--- config.mk ---
export PLATFORM = sky130hd
export DESIGN_NAME = palu_issue
export DESIGN_NICKNAME = d
export VERILOG_FILES = /design/src/rtl/palu_pkg.sv /design/src/rtl/palu_issue_fifo.sv /design/src/rtl/palu_issue.sv
export SDC_FILE = /design/constraint.sdc
export NUM_CORES = 1
export LEC_CHECK = 0
export ABC_AREA = 0
export CORE_MARGIN = 1.5
export CORE_UTILIZATION = 55
export CTS_CLUSTER_SIZE = 14
export DETAILED_ROUTE_END_ITERATION = 6
export GPL_ROUTABILITY_DRIVEN = 1
export PLACE_DENSITY = 0.82
export SYNTH_ARGS = -nofsm -noshare
export SYNTH_HDL_FRONTEND = slang
export SYNTH_SLANG_ARGS = --single-unit
export TNS_END_PERCENT = 50
--- constraint.sdc ---
create_clock -name clock -period 4.45 [get_ports clock]
set_input_delay 1.335 -clock clock [delete_from_list [all_inputs] [get_ports clock]]
set_output_delay 1.335 -clock clock [all_outputs]
set_load 0.03 [all_outputs]
--- src/rtl/palu_pkg.sv ---
// palu_pkg: shared opcode, register and instruction types
// for the elementary ALU pipeline and its issue unit.
package palu_pkg;

  localparam int RW = 3;

  typedef logic [RW-1:0] reg_t;

  typedef enum logic [2:0] {
    ZERO = 3'd0,
    ONE  = 3'd1,
    ADD  = 3'd2,
    SUB  = 3'd3,
    NAND = 3'd4,
    SRL  = 3'd5,
    CPA  = 3'd6,
    NOT  = 3'd7
  } opcode_t;

  typedef struct packed {
    opcode_t op;
    reg_t    src1;
    reg_t    src2;
    reg_t    dest;
  } instr_t;

  localparam int IW = $bits(instr_t);

  function automatic logic reads(
    input instr_t i,
    input reg_t   r
  );
    return (i.src1 == r) || (i.src2 == r);
  endfunction

endpackage

--- src/rtl/palu_issue_fifo.sv ---
// palu_issue_fifo: DEPTH x instr_t synchronous FIFO.
// Ports: push/din, pop/head, count, empty.
module palu_issue_fifo
  import palu_pkg::*;
#(
  parameter int DEPTH = 4,
  localparam int AW = $clog2(DEPTH)
) (
  input  logic        clock,
  input  logic        reset_n,
  input  logic        push,
  input  instr_t      din,
  input  logic        pop,
  output instr_t      head,
  output logic [AW:0] count,
  output logic        empty
);

  instr_t        mem [DEPTH];
  logic [AW-1:0] wptr;
  logic [AW-1:0] rptr;
  logic          full;
  logic          wr;
  logic          rd;

  assign full  = count == (AW+1)'(DEPTH);
  assign empty = count == '0;
  assign rd    = pop & ~empty;
  assign wr    = push & (~full | rd);
  assign head  = mem[rptr];

  always_ff @(posedge clock) begin
    if (wr) begin
      mem[wptr] <= din;
    end
  end

  always_ff @(posedge clock or negedge reset_n) begin
    if (!reset_n) begin
      wptr  <= '0;
      rptr  <= '0;
      count <= '0;
    end else begin
      if (wr) begin
        wptr <= wptr + 1'b1;
      end
      if (rd) begin
        rptr <= rptr + 1'b1;
      end
      unique case ({wr, rd})
        2'b10:   count <= count + 1'b1;
        2'b01:   count <= count - 1'b1;
        default: count <= count;
      endcase
    end
  end

endmodule

--- src/rtl/palu_issue.sv ---
// palu_issue: FIFO-buffered issue to the ALU pipeline with
// RAW bubble, hold, result tracker and issue/bubble counters.
module palu_issue
  import palu_pkg::*;
#(
  parameter int DEPTH = 4,
  parameter int CW    = 16
) (
  input  logic          clock,
  input  logic          reset_n,
  input  logic          inValid,
  output logic          inReady,
  input  logic [2:0]    inOpcode,
  input  logic [2:0]    inSrc1,
  input  logic [2:0]    inSrc2,
  input  logic [2:0]    inDest,
  input  logic          hold,
  output logic          stall,
  output logic [2:0]    opcode,
  output logic [2:0]    src1,
  output logic [2:0]    src2,
  output logic [2:0]    dest,
  output logic          resValid,
  output logic [2:0]    resDest,
  output logic [CW-1:0] issueCount,
  output logic [CW-1:0] bubbleCount
);

  localparam int AW = $clog2(DEPTH);

  instr_t      din;
  instr_t      head;
  logic [AW:0] count;
  logic        empty;
  logic        push;
  logic        issue;
  logic        haz;
  logic        bub;

  logic        lastValid;
  reg_t        lastDest;
  logic        s1v;
  reg_t        s1d;
  logic        s2v;
  reg_t        s2d;

  assign din     = {inOpcode, inSrc1, inSrc2, inDest};
  assign inReady = count != (AW+1)'(DEPTH);
  assign push    = inValid & inReady;

  assign haz   = lastValid & reads(head, lastDest);
  assign stall = empty | hold | haz;
  assign issue = ~stall;
  assign bub   = haz & ~empty & ~hold;

  assign opcode = head.op;
  assign src1   = head.src1;
  assign src2   = head.src2;
  assign dest   = head.dest;

  assign resValid = s2v;
  assign resDest  = s2d;

  palu_issue_fifo #(
    .DEPTH(DEPTH)
  ) u_fifo (
    .clock  (clock),
    .reset_n(reset_n),
    .push   (push),
    .din    (din),
    .pop    (issue),
    .head   (head),
    .count  (count),
    .empty  (empty)
  );

  // lastValid/lastDest double as the entry stage of the
  // result tracker, giving the pipeline's three-edge latency.
  always_ff @(posedge clock or negedge reset_n) begin
    if (!reset_n) begin
      lastValid   <= 1'b0;
      lastDest    <= '0;
      s1v         <= 1'b0;
      s1d         <= '0;
      s2v         <= 1'b0;
      s2d         <= '0;
      issueCount  <= '0;
      bubbleCount <= '0;
    end else begin
      lastValid <= issue;
      if (issue) begin
        lastDest   <= head.dest;
        issueCount <= issueCount + 1'b1;
      end
      s1v <= lastValid;
      s1d <= lastDest;
      s2v <= s1v;
      s2d <= s1d;
      if (bub && (bubbleCount != '1)) begin
        bubbleCount <= bubbleCount + 1'b1;
      end
    end
  end

endmodule

==> impl_metrics.py <==
metrics = {
    "run_status": {
        "status": "finished, final reports clean",
    },
    "pwr": {
        "powerDensity_nw_per_um2": 683.7,
        "p_total_uw": 3497,
        "p_leak_uw": 0.002059,
        "vdd_ir_drop_max_v": 0.0003415,
    },
    "synthesis": {
        "avgSynthCellArea_um2": 15.47,
        "yosys_warnings": 0,
        "mappedNetlistNets": 292,
        "synth.cell_area_um2": 4145,
        "ys_ff_latch": 99,
        "syn_inst": 268,
        "yosysUniqueCellTypes": 33,
        "yosysSeqAreaShare_pct": 65.56,
    },
    "floorplan": {
        "coreArea_um2": 7253,
        "row_count": 31,
        "start_util_pct": 57.15,
        "ios": 66,
        "die_area_um2": 8067,
        "die_w_um": 89.82,
        "die_height_um": 89.82,
    },
    "clock_network": {
        "hold_buffers": 0,
        "cts_buffer_depth": 2,
        "cts_resized": 0,
        "cts_setup_buffers": 0,
        "root_buffer": "clkbuf_8",
        "h-tree-depth": 3,
        "clk_latency_ns": 0.38,
        "cts_tree": "yes",
        "cts_sinks": 99,
        "numCtsBuffers": 9,
        "clk_pin_slew_worst_paths_ns": 0.09,
    },
    "critical_path": {
        "worstRegToRegCells": 11,
        "setup.worst_path.end_class": "output pin",
        "reg2reg_slack_ns": 1.36,
        "path_max_fanout": 12,
        "r2r-start": "u_fifo.rptr[0]",
        "r2r-end": "u_fifo.count[2]",
        "critPathRequiredTime_ns": 3.12,
        "arrival_ns": 2.78,
        "startpoint_type": "flip-flop",
        "worstSetupPathType": "reg2out",
    },
    "routing": {
        "firstDrtPassIters": 4,
        "drtIter0Drc": 97,
        "vias_per_cell": 5.400,
        "drc": 0,
        "routedWlPerCell_um": 16.13,
        "antenna_left": 0,
        "num_vias": 2392,
        "routed_wl_mm": 7.147,
    },
    "place": {
        "hpwl_mm": 5.121,
        "io_buffers": 65,
        "place.gp.congestion": 0.7573,
    },
    "sta": {
        "rsz0062_at_grt": "no",
        "slew_violations": 0,
        "hold_viol_final": 0,
        "worst_pin_slew_ns": 0.7951,
        "fin_worst_skew_ns": 0.01166,
        "tns_ns": 0,
        "slew_headroom_pct": 46.99,
        "setup_viol": 0,
        "period_share_pct": 92.55,
        "hold_ws_ns": 0.3563,
        "timing.fmax_mhz": 242.8,
        "period_needed_ns": 4.118,
    },
    "hold_path": {
        "hold_path.startpoint": "s1d[0]",
        "hp-class": "reg2reg",
        "min_path_cells": 0,
        "min_to": "resDest[0]",
    },
    "grt": {
        "track_usage_pct": 19.35,
        "grt_pass1_wl_mm": 12.02,
        "grt_pass1_vias": 2441,
        "grt_max_degree": 38,
        "antenna_found_initial": 0,
        "overflow": 0,
    },
    "cells_and_area": {
        "n_fill_cell": 503,
        "area_growth_pct": 23.39,
        "seq_area_um2": 2719,
        "n_antenna_cell": 0,
        "drive_above_1_share_pct": 9.884,
        "nNetsFinal": 363,
        "multi_input_area_um2": 1330,
    },
    "job": {
        "cap_violations": 0,
    },
}
-- stage by stage --
step                      std cells  util (%)  area [µm²]  setup slack, ns
after floorplan                 268         -        4145            1.149
after global placement          427     67.10        4867           0.6465
after detailed placement        427     67.10        4867           0.5610
after CTS                       443     70.50        5114           0.1491
after global routing            443     70.52        5115           0.1232
final                           443     70.52        5115           0.3316
-- cell usage after synthesis (all sizes together) --
| library cell | n | area, µm² |
|---|---|---|
| edfxtp | 48 | 1441 |
| and4 | 4 | 35.03 |
| ha | 7 | 87.58 |
| nor3b | 1 | 18.77 |
| nor2 | 14 | 52.55 |
| a21oi | 1 | 16.27 |
| clkbuf | 1 | 3.750 |
| o21ai | 1 | 5.000 |
| mux4 | 12 | 300.3 |
| inv | 10 | 37.53 |
| fa | 1 | 20.02 |
| buf | 6 | 56.30 |
| xnor2 | 25 | 219.0 |
| nand2 | 11 | 43.80 |
| dfrtp | 51 | 1276 |
| nand4b | 2 | 17.52 |
| and2 | 3 | 18.77 |
| and3 | 12 | 75.07 |
| nand3 | 15 | 85.08 |
| xor2 | 17 | 148.9 |
| mux2 | 5 | 56.30 |
| nor3 | 8 | 45.04 |
| mux2i | 1 | 10.01 |
| nand4 | 12 | 75.07 |
-- worst max-delay path, cell delays in order, from the launching register on --
cell     delay [ns]
dfrtp_2        0.52
mux4_1         0.63
xnor2_1        0.27
nand4_1        0.13
nand2_1        0.32
nor3_2         0.10
inv_2          0.23
buf_4          0.21
-- flip-flops by register name, summed over array words and instances (netlist names) --
| signal | cells |
|---|---|
| issueCount | 16 |
| lastDest | 3 |
| u_fifo.rptr | 2 |
| bubbleCount | 16 |
| s1v | 1 |
| u_fifo.mem | 48 |
| resDest | 3 |
| resValid | 1 |
| lastValid | 1 |
| u_fifo.wptr | 2 |
| u_fifo.count | 3 |
| s1d | 3 |
-- cells in the final DEF, fill, tap and decap left out, types with 3 or more instances in the layout --
cell type / synthesis / final
clkdlybuf4s50_1: 0 / 63
dfrtp_1: 51 / 50
mux2_1: 3 / 3
nand3_1: 13 / 13
xor2_1: 17 / 17
mux4_2: 4 / 4
clkbuf_8: 0 / 9
nand2_1: 10 / 10
nand4_1: 12 / 12
bufinv_16: 0 / 3
xnor2_1: 25 / 25
buf_4: 0 / 3
inv_1: 9 / 9
and3_1: 12 / 12
ha_1: 7 / 7
and2_1: 3 / 3
nor2_1: 14 / 14
nor3_1: 7 / 7
and4_1: 4 / 4
edfxtp_1: 48 / 48
mux4_1: 8 / 8
-- cell type report --
cell class	instances	area share, %
clock buffers	9	2.422
inverters	10	0.7339
flip-flops and latches	99	53.16
multi-input cells	152	26.00
clock inverters	7	2.397
well taps	99	2.422
repair buffers	67	12.87
-- power breakdown --
group | switching [µW] | internal, µW
Sequential | 172 | 1200
Clock | 317 | 378
Combinational | 820 | 611
-- layer usage --
layer,vias up,global-route usage [%],wire length (µm)
met5,-,0,0
met4,0,8.730,93
met3,10,4.569,393
met2,68,32.63,3588
met1,1190,23.87,3072
li1,1124,-,-
-- cells by family (layout without fill, tap and decap cells) --
family                   Yosys count  after routing  synth area share [%]
flip-flops                        99             99                 65.56
AND/OR/NAND/NOR                   82             82                 11.26
XOR/XNOR                          42             42                 8.874
multiplexers                      18             18                 8.844
buffers and inverters             17             93                 2.354
adder cells (fa/ha/maj)            8              8                 2.596
AO/OA/AOI/OAI                      2              2                0.5131
-- worst max-delay path by stage --
stage / start / to / slack, ns / cells past startpoint
after global placement: u_fifo.rptr[0] / stall / 0.65 / 7
after CTS: u_fifo.rptr[0] / stall / 0.15 / 7
after detailed placement: u_fifo.rptr[0] / stall / 0.56 / 7
after global routing: u_fifo.rptr[1] / stall / 0.12 / 7
after floorplan: u_fifo.rptr[0] / stall / 1.15 / 8
final: u_fifo.rptr[0] / stall / 0.33 / 7
Power figures use the tool's default switching activity.
